<file path="config.mk">
export PLATFORM = sky130hd
export DESIGN_NAME = alert_arbiter
export DESIGN_NICKNAME = d
export VERILOG_FILES = /design/src/rtl/alert_arbiter.sv
export SDC_FILE = /design/constraint.sdc
export NUM_CORES = 1
export LEC_CHECK = 0
export ABC_AREA = 1
export CORE_MARGIN = 5
export CORE_UTILIZATION = 60
export DETAILED_ROUTE_END_ITERATION = 8
export GPL_TIMING_DRIVEN = 0
export PLACE_DENSITY = 0.78
export SYNTH_ARGS = -nofsm -noshare
export SYNTH_HDL_FRONTEND = slang
export SYNTH_SLANG_ARGS = --single-unit
</file>
<file path="constraint.sdc">
create_clock -name clk -period 3.92 [get_ports clk]
set_input_delay 0.588 -clock clk [delete_from_list [all_inputs] [get_ports clk]]
set_output_delay 0.588 -clock clk [all_outputs]
set_load 0.02 [all_outputs]
</file>
<file path="src/rtl/alert_arbiter.sv">
// alert_arbiter: shares one active-low buzzer between N_REQ alert sources.
// Fixed priority, index 0 highest. Index 0 (emergency) preempts at any time,
// including during the silent gap. Every other owner keeps the buzzer for at
// least MIN_HOLD cycles, and a GAP_CYCLES silent gap separates owners that
// release normally. The current owner's class selects the beep pattern.
//
// Ports:
//   clk            system clock
//   reset_n        synchronous active-low reset
//   req            level requests, bit i = source i
//   grant          one-hot current owner, zero when silent
//   owner          index of current owner, 0 when no grant
//   busy           high in GRANT or GAP
//   preempt_pulse  one-cycle pulse when the owner changes without a gap
//   buzzer_pin     buzzer drive, active low (1 = silent)
//
// state   | meaning
// --------+-----------------------------------------------
// S_IDLE  | no requests, buzzer silent
// S_GRANT | owner holds the buzzer, pattern running
// S_GAP   | silent gap after an owner released
module alert_arbiter #(
  parameter int N_REQ       = 4,
  parameter int MIN_HOLD    = 5_000_000,
  parameter int GAP_CYCLES  = 500_000,
  parameter int PERIOD_FAST = 2_500_000,
  parameter int PERIOD_SLOW = 12_500_000
) (
  input  logic                     clk,
  input  logic                     reset_n,
  input  logic [N_REQ-1:0]         req,
  output logic [N_REQ-1:0]         grant,
  output logic [$clog2(N_REQ)-1:0] owner,
  output logic                     busy,
  output logic                     preempt_pulse,
  output logic                     buzzer_pin
);

  localparam int OW    = $clog2(N_REQ);
  localparam int MAX_A = (MIN_HOLD > GAP_CYCLES) ? MIN_HOLD : GAP_CYCLES;
  localparam int MAX_B = (MAX_A > 2*PERIOD_SLOW) ? MAX_A : 2*PERIOD_SLOW;
  localparam int CW    = $clog2(MAX_B) + 1;

  typedef enum logic [1:0] {S_IDLE, S_GRANT, S_GAP} state_t;

  state_t          state_q, state_n;
  logic [OW-1:0]   owner_q, owner_n;
  logic [CW-1:0]   hold_q, hold_n;
  logic [CW-1:0]   gap_q, gap_n;
  logic [CW-1:0]   phase_q, phase_n;
  logic            pre_n;
  logic [OW-1:0]   hp;
  logic            req_any;
  logic            hold_done;
  logic            tone_n;
  logic [CW-1:0]   phase_wrap;

  // Owner 1 beeps fast; owners >= 2 beep slow. Owner 0 is steady, so its
  // period only bounds the phase counter.
  function automatic logic [CW-1:0] half_period(input logic [OW-1:0] o);
    return (o == OW'(1)) ? CW'(PERIOD_FAST) : CW'(PERIOD_SLOW);
  endfunction

  // Lowest set index wins; scanning downward leaves the lowest one last.
  always_comb begin
    hp = '0;
    for (int i = N_REQ-1; i >= 0; i--) begin
      if (req[i]) hp = OW'(i);
    end
  end

  assign req_any    = |req;
  assign hold_done  = (hold_q >= CW'(MIN_HOLD-1));
  assign phase_wrap = (half_period(owner_q) << 1) - CW'(1);

  always_comb begin
    state_n = state_q;
    owner_n = owner_q;
    hold_n  = hold_q;
    gap_n   = gap_q;
    phase_n = phase_q;
    pre_n   = 1'b0;
    case (state_q)
      S_IDLE: begin
        if (req_any) begin
          state_n = S_GRANT;
          owner_n = hp;
          hold_n  = '0;
          phase_n = '0;
        end
      end
      S_GRANT: begin
        if (req[0] && owner_q != '0) begin
          owner_n = '0;
          hold_n  = '0;
          phase_n = '0;
          pre_n   = 1'b1;
        end else if (hold_done && req_any && hp < owner_q) begin
          owner_n = hp;
          hold_n  = '0;
          phase_n = '0;
          pre_n   = 1'b1;
        end else if (hold_done && !req[owner_q]) begin
          state_n = S_GAP;
          owner_n = '0;
          hold_n  = '0;
          phase_n = '0;
          gap_n   = '0;
        end else begin
          hold_n  = (hold_q < CW'(MIN_HOLD)) ? hold_q + CW'(1) : hold_q;
          phase_n = (phase_q >= phase_wrap) ? '0 : phase_q + CW'(1);
        end
      end
      S_GAP: begin
        if (req[0]) begin
          state_n = S_GRANT;
          owner_n = '0;
          hold_n  = '0;
          phase_n = '0;
          gap_n   = '0;
        end else if (gap_q == CW'(GAP_CYCLES-1)) begin
          gap_n = '0;
          if (req_any) begin
            state_n = S_GRANT;
            owner_n = hp;
            hold_n  = '0;
            phase_n = '0;
          end else begin
            state_n = S_IDLE;
          end
        end else begin
          gap_n = gap_q + CW'(1);
        end
      end
      default: begin
        state_n = S_IDLE;
        owner_n = '0;
        hold_n  = '0;
        gap_n   = '0;
        phase_n = '0;
      end
    endcase
  end

  // Outputs are computed from next-state values so that grant, owner and the
  // buzzer all move on the same edge as the state change.
  assign tone_n = (owner_n == '0) || (phase_n < half_period(owner_n));

  always_ff @(posedge clk) begin
    if (!reset_n) begin
      state_q       <= S_IDLE;
      owner_q       <= '0;
      hold_q        <= '0;
      gap_q         <= '0;
      phase_q       <= '0;
      grant         <= '0;
      owner         <= '0;
      busy          <= 1'b0;
      preempt_pulse <= 1'b0;
      buzzer_pin    <= 1'b1;
    end else begin
      state_q       <= state_n;
      owner_q       <= owner_n;
      hold_q        <= hold_n;
      gap_q         <= gap_n;
      phase_q       <= phase_n;
      grant         <= (state_n == S_GRANT) ? (N_REQ'(1) << owner_n) : '0;
      owner         <= (state_n == S_GRANT) ? owner_n : '0;
      busy          <= (state_n != S_IDLE);
      preempt_pulse <= pre_n;
      buzzer_pin    <= (state_n == S_GRANT) ? ~tone_n : 1'b1;
    end
  end

endmodule

</file>
==> results of run 1 <==
-- state kept, by name (all words and copies together), names as in the netlist, 2 cells and up --
| name | cells |
|---|---|
| phase_q | 26 |
| grant | 4 |
| gap_q | 26 |
| owner | 2 |
| hold_q | 26 |
| owner_q | 2 |
| state_q | 2 |
-- repair_timing --
item / 4_1_cts / 5_1_grt
gates resized for setup: 1 / 1
buffers inserted: 0 / 0
cloned: 0 / 0
setup endpoints to repair: 1 / 1
hold buffers: 0 / 0
-- metal layers --
| layer | vias to the layer above | global-route usage (%) | routed length, µm |
|---|---|---|---|
| met5 | - | 0 | 0 |
| met4 | 0 | 10.8 | 337 |
| met3 | 28 | 3.82 | 980 |
| met2 | 203 | 42.1 | 7200 |
| met1 | 2734 | 34.5 | 7330 |
| li1 | 3229 | - | - |
-- power groups by stage --
stage               Combinational (mW)  Clock [mW]  Sequential, mW
global placement                 0.187           0           0.962
global route                     0.211       0.703           0.943
CTS                              0.190       0.656           0.941
floorplan                        0.121           0           0.969
detailed placement               0.189           0           0.962
finish                           0.192       0.640           0.941
-- kinds of logic after synthesis --
family	after synthesis	share of synthesized area [%]
compound gates	147	14.5
xor+xnor	27	3.87
fa+ha+maj	14	2.87
buf+inv	161	10.7
flops	91	29.8
simple gates	535	38.3
-- cell usage after synthesis (all sizes together) --
| cell | instances | area, µm² |
|---|---|---|
| o311a | 1 | 10.0 |
| xnor2 | 3 | 26.3 |
| a22oi | 5 | 37.5 |
| or2 | 7 | 43.8 |
| nor4 | 5 | 31.3 |
| ha | 14 | 175 |
| o221a | 1 | 11.3 |
| o31ai | 2 | 15.0 |
| inv | 134 | 503 |
| o21ai | 35 | 179 |
| a21oi | 64 | 332 |
| buf | 17 | 110 |
| o22a | 1 | 8.76 |
| nand4 | 21 | 131 |
| a31o | 1 | 8.76 |
| nand2 | 262 | 1030 |
| a2bb2oi | 1 | 8.76 |
| a22o | 1 | 8.76 |
| xor2 | 24 | 210 |
| nand3b | 1 | 7.51 |
| a221oi | 10 | 87.6 |
| nand3 | 65 | 335 |
| o2111ai | 1 | 8.76 |
| o221ai | 1 | 8.76 |
| nor3 | 31 | 186 |
| a211oi | 3 | 22.5 |
| o21bai | 1 | 7.51 |
| dfxtp | 91 | 1820 |
| o211ai | 3 | 22.5 |
| o21a | 2 | 15.0 |
| clkbuf | 10 | 37.5 |
| and3 | 2 | 12.5 |
| nor2 | 140 | 554 |
| nor4b | 1 | 8.76 |
| o22ai | 13 | 81.3 |
| o311ai | 1 | 8.76 |
-- cell usage in the layout (no fill, tap or decap), drive strengths merged, types with 13 or more instances in the layout --
| cell type | instances |
|---|---|
| o21ai | 35 |
| ha | 14 |
| nand2 | 262 |
| xor2 | 24 |
| a21oi | 64 |
| nor3 | 31 |
| o22ai | 13 |
| clkbuf | 18 |
| dfxtp | 91 |
| nand4 | 21 |
| nand3 | 65 |
| nor2 | 140 |
| clkdlybuf4s50 | 14 |
| buf | 17 |
| inv | 138 |
-- worst register-to-register path, cell delays in order, from the launching register on --
cell and delay [ns]:
dfxtp_1 0.32, buf_2 0.19, nand2_1 0.22, ha_1 0.38
nand2_1 0.07, inv_1 0.03, nor3_1 0.15, nand2_1 0.10
nand3_1 0.10, nand3_2 0.09, inv_1 0.11, nand2_2 0.17
inv_2 0.21, nand2_1 0.07, a21oi_1 0.18, ha_1 0.27
inv_1 0.06, nor2_1 0.04, nand2_1 0.06, nor2_1 0.04
nor2_1 0.19, nor2_1 0.08, nor2_1 0.11, nor2_1 0.04
-- cell type report --
| type | instances | area (µm²) |
|---|---|---|
| plain buffers | 26 | 144 |
| clock buffers | 9 | 124 |
| clock inverters | 7 | 67.6 |
| fillers | 930 | 3260 |
| inverters | 134 | 503 |
| multi-input cells | 723 | 3640 |
| flip-flops and latches | 91 | 1820 |
| well taps | 133 | 166 |
| repair buffers | 14 | 140 |
-- per-stage QoR --
step / instances / power [mW] / TNS, ns
after global routing: 1137 / 1.86 / 0
after floorplan: 975 / 1.09 / 0
after CTS: 1138 / 1.79 / 0
after detailed placement: 1122 / 1.15 / -0.413
after global placement: 1122 / 1.15 / -0.434
final: 1137 / 1.77 / 0
-- worst min path at each step --
stage	from	endpoint	slack, ns	depth (start not counted)
detailed placement	phase_q[3]	phase_q[3]	0.47	2
finish	phase_q[3]	phase_q[3]	0.49	2
CTS	phase_q[3]	phase_q[3]	0.48	2
global placement	phase_q[3]	phase_q[3]	0.47	2
global route	hold_q[25]	hold_q[25]	0.51	2
floorplan	hold_q[25]	hold_q[25]	0.46	2
==> flow_metrics.py, run 1 <==
metrics = {
    "status": {
        "outcome": "completed",
    },
    "setup_path": {
        "crit_cells": 22,
        "r2r-end": "buzzer_pin",
        "timing.rr.start": "owner_q[0]",
        "r2r_cells": 23,
        "cp.required_ns": 4.26,
        "rrSetupSlack_ns": 0.56,
        "critPathKind": "primary input to register",
        "critPathTopFamily": "simple AND/OR/NAND/NOR gates",
        "critPathArrivalTime_ns": 3.93,
        "cp_max_fo": 10,
        "cp_cell_sequence": "clkdlybuf4s50_1, nor2_1, inv_1, nor2_1, ha_1, a21oi_2, nand2_4, nand2_4, nor2_8, buf_6, buf_2, a22oi_1, inv_1, ha_1, inv_1, nor2_1, nand2_1, nor2_1, nand2_1, nor2_1, nor2_1, nor2_1",
        "end_kind": "register",
        "worstSetupStartpointType": "primary input",
        "crit_slowest_cell": "clkdlybuf4s50_1",
        "cp_common_cell": "nor2_1",
        "crit_buf_inv": 6,
        "slowest_delay_ns": 0.49,
        "crit_path_start": "req[0]",
        "crit_end": "buzzer_pin",
    },
    "layout": {
        "n_antenna_cell": 0,
        "final_cell_area_mm2": 0.00661,
        "syn_to_final_growth_pct": 8.22,
        "finalNetCount": 1019,
        "fin_util_pct": 67.0,
        "final_layout_size_suffix_gt1_share_pct": 7.57,
    },
    "logic_synthesis": {
        "ys_seq_elements": 91,
        "syn_nets": 995,
        "ys_warn_count": 0,
        "yosysSeqAreaShare_pct": 29.8,
        "netlist_area_mm2": 0.00610,
        "synthCells": 975,
        "synth.distinct_cells": 53,
        "avgSynthCellArea_um2": 6.26,
    },
    "timing": {
        "finalWorstPathRequiredPeriod_ns": 3.58,
        "finalHoldViolations": 0,
        "setup_slack_ns": 0.335,
        "slew_headroom_pct": 55.3,
        "drv_slew": 0,
        "grt_setup_unrepaired": "false",
        "hold-worst-slack_ns": 0.487,
        "setup_viol": 0,
        "fin_crit_sh_pct": 91.4,
        "fin_skew_ns": 0.0167,
        "worst-slew-pin-transition_ns": 0.670,
        "fmax_mhz": 279,
    },
    "cts": {
        "cts_max_level": 3,
        "clk_latency_ns": 0.40,
        "path_clk_slew_ns": 0.10,
        "cts_tree": "built",
        "cts_sinks": 91,
        "cts_buffers": 9,
        "clockRootBuffer": "clkbuf_8",
        "clockBufferDepth": 2,
    },
    "global_route": {
        "grt_antenna_before_repair": 0,
        "overflow": 0,
        "grt_pass1_vias": 5682,
        "gr-usage-all-layers_pct": 26.0,
        "grt_pass1_wl_um": 26700,
        "grt_max_degree": 19,
    },
    "route": {
        "drtAntennaViolNets": 0,
        "via_count": 6194,
        "routed_wl_um": 15800,
        "first_pass_iters": 8,
        "drtIter0Drc": 470,
        "drc": 0,
        "vias_per_cell": 5.45,
        "wl_per_cell_um": 13.9,
    },
    "floorplanning": {
        "start_util_pct": 61.9,
        "dieArea_mm2": 0.0123,
        "rows": 36,
        "coreArea_mm2": 0.00986,
        "die_w_um": 111,
        "die_h_um": 111,
        "ios": 15,
    },
    "placement": {
        "portBuffers": 14,
        "place_ws_ns": -0.413,
        "hpwl_um": 11900,
        "gp_congestion": 0.974,
        "place_area_mm2": 0.00641,
    },
    "power": {
        "leakagePower_nw": 2.67,
        "pwr-share-comb_pct": 10.8,
        "irDropWorstVdd_uv": 205,
        "power.share.clock_pct": 36.1,
        "p_per_area_mw_per_mm2": 268,
        "swShare_pct": 29.9,
        "power.switching_uw": 531,
        "p_int_mw": 1.24,
        "pwr-share-seq_pct": 53.1,
    },
    "worst_hold_path": {
        "hp-class": "register to register",
    },
    "job": {
        "max_cap_viol_count": 0,
    },
}
No activity file was read; power rests on OpenSTA's default activity.
==> inputs of run 2 (changes only) <==
- PLACE_DENSITY: 0.78 -> 0.87
==> run 2 against run 1 <==
  * Critical path depth is the same
  * Combinational power about the same
  * Die area unchanged
  * Clock skew down 0.0065 ns
  * Register-to-register slack improved by 0.03 ns
  * Critical endpoint unchanged
  * First-iteration DRC count down 14%
  * Clock-buffer cell count is the same
  * Highest routed layer unchanged
  * Clock power increased by 3.7%
  * Sequential cell count unchanged
  * Sequential share of layout area about the same
  * Largest power group unchanged
==> flow_metrics.py, run 2 (synthesis gave the netlist of run 1 again) <==
metrics = {
    "route": {
        "drtIter0Drc": 405,
        "first_pass_iters": 5,
        "via_count": 6326,
        "vias_per_cell": 5.56,
        "drc": 0,
        "routed_wl_um": 16000,
        "drtAntennaViolNets": 0,
        "wl_per_cell_um": 14.1,
    },
    "global_route": {
        "grt_pass1_wl_um": 27700,
        "grt_use_met2_pct": 44.6,
        "grt.busiest_layer": "met2",
        "gr-usage-all-layers_pct": 26.9,
        "grtUsageMet1_pct": 33.4,
        "use_met3_pct": 7.70,
        "overflow": 0,
        "grt_pass1_vias": 5912,
        "grt_antenna_before_repair": 0,
        "grt_max_degree": 17,
    },
    "setup_path": {
        "end_kind": "register",
        "rrSetupSlack_ns": 0.59,
        "worstSetupStartpointType": "primary input",
        "timing.rr.start": "owner_q[0]",
        "critPathKind": "primary input to register",
        "r2r_cells": 23,
        "slowest_delay_ns": 0.49,
        "cp.required_ns": 4.25,
        "critPathArrivalTime_ns": 3.93,
        "cp_common_cell": "nor2_1",
        "cp_max_fo": 10,
        "crit_slowest_cell": "clkdlybuf4s50_1",
        "r2r-end": "buzzer_pin",
        "cp_cell_sequence": "clkdlybuf4s50_1, nor2_1, inv_1, nor2_1, ha_1, a21oi_2, nand2_4, nand2_4, nor2_8, buf_6, buf_2, a22oi_1, inv_1, ha_1, inv_1, nor2_1, nand2_1, nor2_1, nand2_1, nor2_1, nor2_1, nor2_1",
    },
    "timing": {
        "worst-slew-pin-transition_ns": 0.654,
        "fin_crit_sh_pct": 91.9,
        "finalWorstPathRequiredPeriod_ns": 3.60,
        "setup_viol": 0,
        "fin_skew_ns": 0.0102,
        "finalHoldViolations": 0,
        "slew_headroom_pct": 56.4,
        "grt_setup_unrepaired": "false",
        "hold-worst-slack_ns": 0.493,
        "drv_slew": 0,
        "fmax_mhz": 278,
    },
    "placement": {
        "portBuffers": 14,
        "dpl.cell_count": 1122,
        "gp_congestion": 0.948,
        "hpwl_um": 12000,
    },
    "floorplanning": {
        "die_h_um": 111,
        "coreArea_mm2": 0.00986,
        "start_util_pct": 61.9,
        "dieArea_mm2": 0.0123,
        "ios": 15,
        "die_w_um": 111,
        "rows": 36,
    },
    "cts": {
        "cts_max_level": 3,
        "cts_resized": 0,
        "post_cts_buffers": 0,
        "cts_tree": "built",
        "path_clk_slew_ns": 0.09,
        "clockBufferDepth": 2,
        "clockRootBuffer": "clkbuf_8",
        "cts_sinks": 91,
        "cts_buffers": 9,
        "clk_latency_ns": 0.39,
        "postCtsHoldBufs": 0,
    },
    "layout": {
        "syn_to_final_growth_pct": 8.38,
        "multiInputGateArea_mm2": 0.00364,
        "reg.largest.list": "gap_q: 26 flops, hold_q: 26 flops, phase_q: 26 flops",
        "stdcell_count": 1137,
        "mostFrequentLayoutCell": "nand2_1",
        "fillers": 920,
        "n_antenna_cell": 0,
        "final_layout_size_suffix_gt1_share_pct": 7.57,
        "fin_util_pct": 67.1,
        "finalNetCount": 1019,
        "mostFrequentLayoutCells": "nand2_1, nor2_1, inv_1, dfxtp_1, nand3_1",
        "seq_area_mm2": 0.00182,
    },
    "worst_hold_path": {
        "hold_end": "phase_q[3]",
        "min_from": "phase_q[3]",
        "hold-path-cell-count": 2,
        "hp-class": "register to register",
    },
    "power": {
        "power.share.clock_pct": 36.9,
        "irDropWorstVdd_uv": 306,
        "power.switching_uw": 505,
        "p_int_mw": 1.29,
        "swShare_pct": 28.1,
        "pwr-share-comb_pct": 10.7,
        "p_per_area_mw_per_mm2": 272,
        "leakagePower_nw": 2.67,
        "pwr-share-seq_pct": 52.3,
        "total_power_mw": 1.80,
    },
    "status": {
        "outcome": "completed",
    },
    "job": {
        "max_cap_viol_count": 0,
    },
}
[run 2: worst max path at each step]
stage	start	endpoint	slack (ns)
5_1_grt	req[0]	buzzer_pin	0.07
6_report	req[0]	buzzer_pin	0.32
3_3_place_gp	req[0]	buzzer_pin	-0.37
2_1_floorplan	req[2]	buzzer_pin	0.71
3_5_place_dp	req[0]	buzzer_pin	-0.39
4_1_cts	req[0]	buzzer_pin	0.01
[run 2: per-stage QoR]
stage	instance area (µm²)	setup TNS, ns	setup WS, ns
after floorplan	6100	0	0.714
after global placement	6410	-0.373	-0.373
after detailed placement	6410	-0.394	-0.394
after CTS	6610	0	0.0107
after global routing	6620	0	0.0750
final	6620	0	0.319
[run 2: final cells by class]
cell class | count | area share [%]
inverters | 134 | 7.60
repair buffers | 14 | 2.12
plain buffers | 26 | 2.18
clock buffers | 9 | 1.87
well taps | 133 | 2.52
multi-input cells | 723 | 55.0
clock inverters | 7 | 1.17
flip-flops and latches | 91 | 27.5
[run 2: power by group through the flow]
stage                     combinational [mW]  clock, mW  sequential [mW]
after detailed placement               0.189          0            0.963
after global routing                   0.213      0.718            0.943
after global placement                 0.185          0            0.962
after floorplan                        0.121          0            0.969
after CTS                              0.190      0.674            0.941
final                                  0.193      0.664            0.941
[run 2: routing by layer]
layer | up-vias | wire length, µm
met4 | 0 | 446
met5 | - | 0
li1 | 3221 | -
met1 | 2840 | 6970
met3 | 40 | 1140
met2 | 225 | 7450
[run 2: worst max-delay path: cells and delay by family]
kind / cells / cell delay (ns)
AO/OA/AOI/OAI: 2 / 0.46
buffers and inverters: 6 / 1.08
adder cells (fa/ha/maj): 2 / 0.57
AND/OR/NAND/NOR: 12 / 1.22
==> inputs of run 3 (changes only) <==
- CORE_UTILIZATION: 60 -> 50
- PLACE_DENSITY: 0.87 -> 0.78
- clock period: 3.92 -> 3.09 ns (I/O delays scaled with it)
==> run 3 against run 2 <==
  * Final cell count up 2.8%
  * Sequential share of layout area down 1.9 points
  * Wire length up 6.1%
  * Combinational power up 54%
  * Critical path type is now register to register
  * Critical endpoint unchanged
  * Highest routed layer unchanged
==> flow_metrics.py, run 3 (synthesis gave the netlist of run 1 again) <==
metrics = {
    "cts": {
        "cts_buffers": 9,
        "cts_tree": "built",
        "clockBufferDepth": 2,
        "postCtsHoldBufs": 0,
        "clockRootBuffer": "clkbuf_16",
        "clk_latency_ns": 0.36,
        "cts_sinks": 91,
        "path_clk_slew_ns": 0.07,
        "cts_max_level": 3,
    },
    "route": {
        "wl_per_cell_um": 14.5,
        "drtIter0Drc": 602,
        "vias_per_cell": 5.52,
        "via_count": 6456,
        "drtAntennaViolNets": 0,
        "first_pass_iters": 5,
        "drc": 0,
        "routed_wl_um": 17000,
    },
    "floorplanning": {
        "ios": 15,
        "die_h_um": 120,
        "dieArea_mm2": 0.0145,
        "die_w_um": 120,
        "coreArea_mm2": 0.0120,
        "start_util_pct": 50.8,
        "rows": 40,
    },
    "timing": {
        "fin_skew_ns": 0.0115,
        "setup_viol": 0,
        "fmax_mhz": 336,
        "drv_slew": 0,
        "fin_crit_sh_pct": 96.4,
        "worst-slew-pin-transition_ns": 0.679,
        "finalHoldViolations": 0,
        "slew_headroom_pct": 54.7,
        "finalWorstPathRequiredPeriod_ns": 2.98,
        "setup_slack_ns": 0.112,
        "final.setup.tns_ns": 0,
    },
    "layout": {
        "reg.largest.list": "gap_q: 26 flops, hold_q: 26 flops, phase_q: 26 flops",
        "n_antenna_cell": 0,
        "fin_util_pct": 59.9,
        "fillers": 1100,
        "finalNetCount": 1037,
        "mostFrequentLayoutCell": "nand2_1",
        "final_layout_size_suffix_gt1_share_pct": 15.7,
        "mostFrequentLayoutCells": "nand2_1, nor2_1, inv_1, dfxtp_1, nand3_1",
        "syn_to_final_growth_pct": 17.8,
        "seq_area_mm2": 0.00185,
        "multiInputGateArea_mm2": 0.00388,
    },
    "global_route": {
        "overflow": 0,
        "grt_pass1_vias": 5768,
        "grt_pass1_wl_um": 27400,
        "grt_max_degree": 20,
        "grt_antenna_before_repair": 0,
        "gr-usage-all-layers_pct": 23.2,
    },
    "placement": {
        "gp_congestion": 0.998,
        "hpwl_um": 12100,
        "portBuffers": 14,
        "place_ws_ns": -1.10,
    },
    "job": {
        "max_cap_viol_count": 0,
    },
    "power": {
        "irDropWorstVdd_uv": 522,
        "total_power_mw": 2.71,
        "leakagePower_nw": 2.86,
        "p_per_area_mw_per_mm2": 377,
    },
    "setup_path": {
        "crit_path_start": "owner_q[0]",
        "critPathKind": "register to register",
        "worstSetupStartpointType": "register",
        "critPathArrivalTime_ns": 3.27,
        "cp.required_ns": 3.38,
        "end_kind": "register",
        "timing.rr.start": "owner_q[0]",
        "cp_max_fo": 10,
    },
    "worst_hold_path": {
        "min_from": "req[0]",
        "hp-class": "primary input to register",
    },
    "status": {
        "outcome": "completed",
    },
}
==> run 3: cell type report <==
cell class,count,share of cell area (%)
clock buffer,9,3.13
timing repair buffer,35,4.04
clock inverter,7,1.41
sequential,91,25.7
multi-input combinational,723,53.9
buffer,23,2.04
inverter,134,7.24
tap,147,2.56
==> run 3: what timing repair did <==
action | 4_1_cts | 5_1_grt
setup endpoints to repair | 1 | 1
gates resized for setup | 19 | 88
setup buffers | 4 | 17
pin swaps | 6 | 31
==> run 3: power by group <==
| group | internal (mW) | leakage (nW) | switching [mW] | total, mW |
|---|---|---|---|---|
| clock | 0.714 | 0.152 | 0.505 | 1.22 |
| combinational | 0.108 | 1.97 | 0.190 | 0.298 |
| sequential | 1.19 | 0.743 | 0.0123 | 1.20 |
==> run 3: through the flow <==
step                instances  instance area (µm²)  hold WS (ns)
floorplan                 975                 6100         0.457
global placement         1136                 6430         0.468
detailed placement       1136                 6430         0.470
CTS                      1154                 6830         0.480
global route             1169                 7190         0.489
finish                   1169                 7190         0.458
==> run 3: final timing paths <==
path	to	cells after the start	slack (ns)
max reg2reg	buzzer_pin	21	0.11
max	buzzer_pin	21	0.11
min	gap_q[23]	4	0.46
min reg2reg	gap_q[1]	2	0.48
==> run 3: routing by layer <==
metal	vias up	global-route usage [%]	share of wire, %
met1	2936	29.8	45
met3	34	5.57	6.6
met2	221	37.9	47
li1	3265	-	-
met4	0	8.71	2.0
met5	-	0	0
==> run 3: critical path, cell delays in order (launching register included) <==
cell,delay [ns]
dfxtp_1,0.31
buf_6,0.14
inv_1,0.19
nor2_1,0.13
o21ai_0,0.13
nand3_1,0.15
nor2_1,0.18
nand3_1,0.11
nand3_2,0.12
buf_6,0.17
nor2_1,0.06
a22oi_2,0.20
inv_1,0.10
ha_1,0.30
inv_1,0.04
nor2_1,0.09
nand2_1,0.08
nor2_2,0.14
nand2_1,0.05
nor2_1,0.09
nor2_1,0.04
nor2_1,0.08
==> RTL change, RTL diff (config.mk and constraints of run 3) <==
Reset style: asynchronous (`reset_n`), changed in one clocked block. Comments in the files are not updated.
--- a/src/rtl/alert_arbiter.sv
+++ b/src/rtl/alert_arbiter.sv
@@ -146,7 +146,7 @@
   // buzzer all move on the same edge as the state change.
   assign tone_n = (owner_n == '0) || (phase_n < half_period(owner_n));
 
-  always_ff @(posedge clk) begin
+  always_ff @(posedge clk or negedge reset_n) begin
     if (!reset_n) begin
       state_q       <= S_IDLE;
       owner_q       <= '0;
Behaviour: differs if reset_n is asserted again (counterexample within 4 cycles, from zero or initial values and one cycle with reset_n low); with reset_n held inactive, the same outputs for 10 cycles.
==> RTL change against run 3 <==
Largest cell class unchanged; routed wire length increased by 3.8%; via count decreased by 1.8%; critical path depth unchanged; global-route usage decreased by 0.68 points; critical path type unchanged; sequential cell count unchanged; the run now ends with setup timing left; area after synthesis increased by 3.8%; worst setup slack got worse by 110 ps; synthesized cell count decreased by 7.8%; core utilization increased by 2.9 points; cell area increased by 9.2%.
Power is not compared: it rests on default switching activity, and its combinational part moved more than twofold at a synthesized area within 25%.
==> RTL change: results (changes against run 3) <==
STA
  • Tightest hold margin: 8.13 ps (-450 ps)
  • Total negative slack for setup checks: -1.11 ps (-1.11 ps)
  • Fin Clk Skew: 8.04 ps (-3.50 ps)
  • Slew of the pin with the lowest slew margin: 583 ps (-96.0 ps)
  • Final critical-path setup slack: -1.11 ps (-113 ps)
  • Setup Viol. Count Final: 1 (+1)

Worst setup path
  • R2r worst-path depth: 21 (unchanged)
  • Standard cell with the maximum stage delay on the critical path: sky130_fd_sc_hd__dfrtp_2
  • Crit path max-delay family: simple AND/OR/NAND/NOR gates
  • CP max FO: 7 (-3)
  • R2R Path End: buzzer_pin$_DFF_PN1_
  • Crit path largest cell delay: 430 ps (+120 ps)
  • Reg2reg start: owner_q[1]$_DFF_PN0_

Synthesis
  • Nets in the synthesized netlist: 919 (-7.6%)
  • Fraction of post-synthesis cell area in the top cell type by area: 35.6% (+5.7 points)
  • Most common library cells after synthesis: 219 x sky130_fd_sc_hd__nand2_1, 107 x sky130_fd_sc_hd__nor2_1, 103 x sky130_fd_sc_hd__inv_1
  • Share of synthesized registers carrying an async set or reset: 100% (+100 points)
  • Number of enable flip-flop cells after synthesis: 0 (unchanged)
  • Part of the Yosys area used for sequential elements: 36.0% (+6.1 points)
  • Synth warnings: 0 (unchanged)
  • Top area cells in the synthesized netlist: sky130_fd_sc_hd__dfrtp_1 36%, sky130_fd_sc_hd__nand2_1 13%, sky130_fd_sc_hd__nor2_1 6.3%
  • Number of cells produced by synthesis: 899 (-7.8%)
  • Count of different cell masters after synthesis: 53 (unchanged)

Pwr
  • Highest ir drop seen on vdd: approximately 250 µV
  • Standby leakage power: approximately 3.5 nW
  • Internal portion of total power: between 2 and 2.5 mW

Drt
  • DRT Pass-1 Iters: 6 (+1)
  • Drt first-iter violations: 555 (-7.8%)
  • Number of nets still failing antenna checks after routing: 0 (unchanged)
  • Via total after detailed routing: 6343 (-1.8%)
  • Final Routed Wirelength: 17600 µm (+3.8%)

Place
  • # placed instances: 1086 (-4.4%)
  • RD Place Congestion: 0.956 (-4.2%)
  • Buffers added on ports: 14 (unchanged)
  • Final HPWL DP: 11800 µm (-2.3%)

Layout
  • Ratio of cells with drive above 1 in the final layout: 22.3% (+6.6 points)
  • Diodes inserted: 0 (unchanged)
  • Top Registers: gap_q (26), hold_q (26), phase_q (26)
  • Final-stage net count: 1004 (-3.2%)
  • Count of non-filler cells in the finished layout: 1160 (-0.77%)

Global route
  • GRT Resource Usage Total: 22.5% (-0.68 points)
  • Wire length of the first global-routing pass: 26900 µm (-2.0%)
  • Maximum number of pins on one net before global-route repair: 70 (+250%)
  • Antenna violations before repair: 0 (unchanged)
  • Via count of the first global-routing pass: 5568 (-3.5%)

Clock network
  • Clock latency on the worst-skew pair: 350 ps
  • Clock edge transition at the registers on the reported setup and hold paths: 70 ps (about the same)
  • Maximum level of the CTS H-tree: 3 (unchanged)
  • Max Root-Sink Buffers: 2 (unchanged)
  • Number of buffers created by CTS: 9 (unchanged)

Hold path
  • Worst min path class: primary input to asynchronous set/reset pin

Run status
  • Failing checks: setup timing
  • Run status: finished, violations left
## RTL change: cell count changes in the layout (fill, tap and decap cells not counted), sizes merged, moves of 12 or more
| cell | delta |
|---|---|
| buf | +38 |
| nor2 | -18 |
| inv | -14 |
| dfxtp | -91 |
| nand2 | -27 |
| o22ai | +12 |
| a21oi | -37 |
| dfrtp | +90 |
## RTL change: cell type report
| type | instances | area [µm²] |
|---|---|---|
| multi-input combinational | 668 | 3830 |
| timing repair buffer | 74 | 647 |
| buffer | 17 | 93.8 |
| inverter | 123 | 488 |
| fill | 1109 | 4660 |
| tap | 172 | 215 |
| sequential | 91 | 2290 |
| clock buffer | 10 | 229 |
| clock inverter | 5 | 62.6 |
## RTL change: power groups by stage
stage	clock network (mW)	logic, mW	registers [mW]
6_report	1.12	1.28	1.40
5_1_grt	1.18	1.38	1.41
4_1_cts	1.13	1.03	1.40
3_5_place_dp	0	0.894	1.42
3_3_place_gp	0	0.869	1.42
2_1_floorplan	0	0.586	1.43
## RTL change: metrics by stage
stage	setup slack, ps	instance area [µm²]
detailed placement	-1220	6710
global placement	-1890	6690
floorplan	11.4	6330
global route	-159	7850
CTS	2.31	7200
finish	-1.11	7850
## RTL change: what timing repair did
action | in CTS | in global routing
setup endpoints to repair | 1 | 1
setup buffers | 16 | 43
gates cloned | 0 | 0
pin swaps | 13 | 47
resized for setup | 31 | 82
## RTL change: cell families after synthesis
family | share of synthesized area (%)
flip-flops | 36.0
adder cells (fa/ha/maj) | 2.77
buffers and inverters | 8.77
XOR/XNOR | 5.67
AO/OA/AOI/OAI | 11.2
AND/OR/NAND/NOR | 35.6
## RTL change: how the worst max path moves through the flow
stage / slack, ps / to / cells past startpoint / start
global route: -160 / buzzer_pin$_DFF_PN1_ / 20 / phase_q[4]$_DFFE_PN0P_
detailed placement: -1220 / buzzer_pin$_DFF_PN1_ / 22 / req[0]
finish: -1 / buzzer_pin$_DFF_PN1_ / 21 / owner_q[1]$_DFF_PN0_
global placement: -1890 / phase_q[1]$_DFFE_PN0P_ / 1 / reset_n
floorplan: 10 / buzzer_pin$_DFF_PN1_ / 19 / req[2]
CTS: 2 / buzzer_pin$_DFF_PN1_ / 19 / phase_q[1]$_DFFE_PN0P_
## RTL change: per-layer routing
layer  track usage, %  share of wire, %  vias to the layer above
li1                 -                 -                     3107
met3             2.90               6.2                       32
met4             8.12               1.8                        0
met1             31.8                44                     2971
met5                0                 0                        -
met2             35.6                48                      233
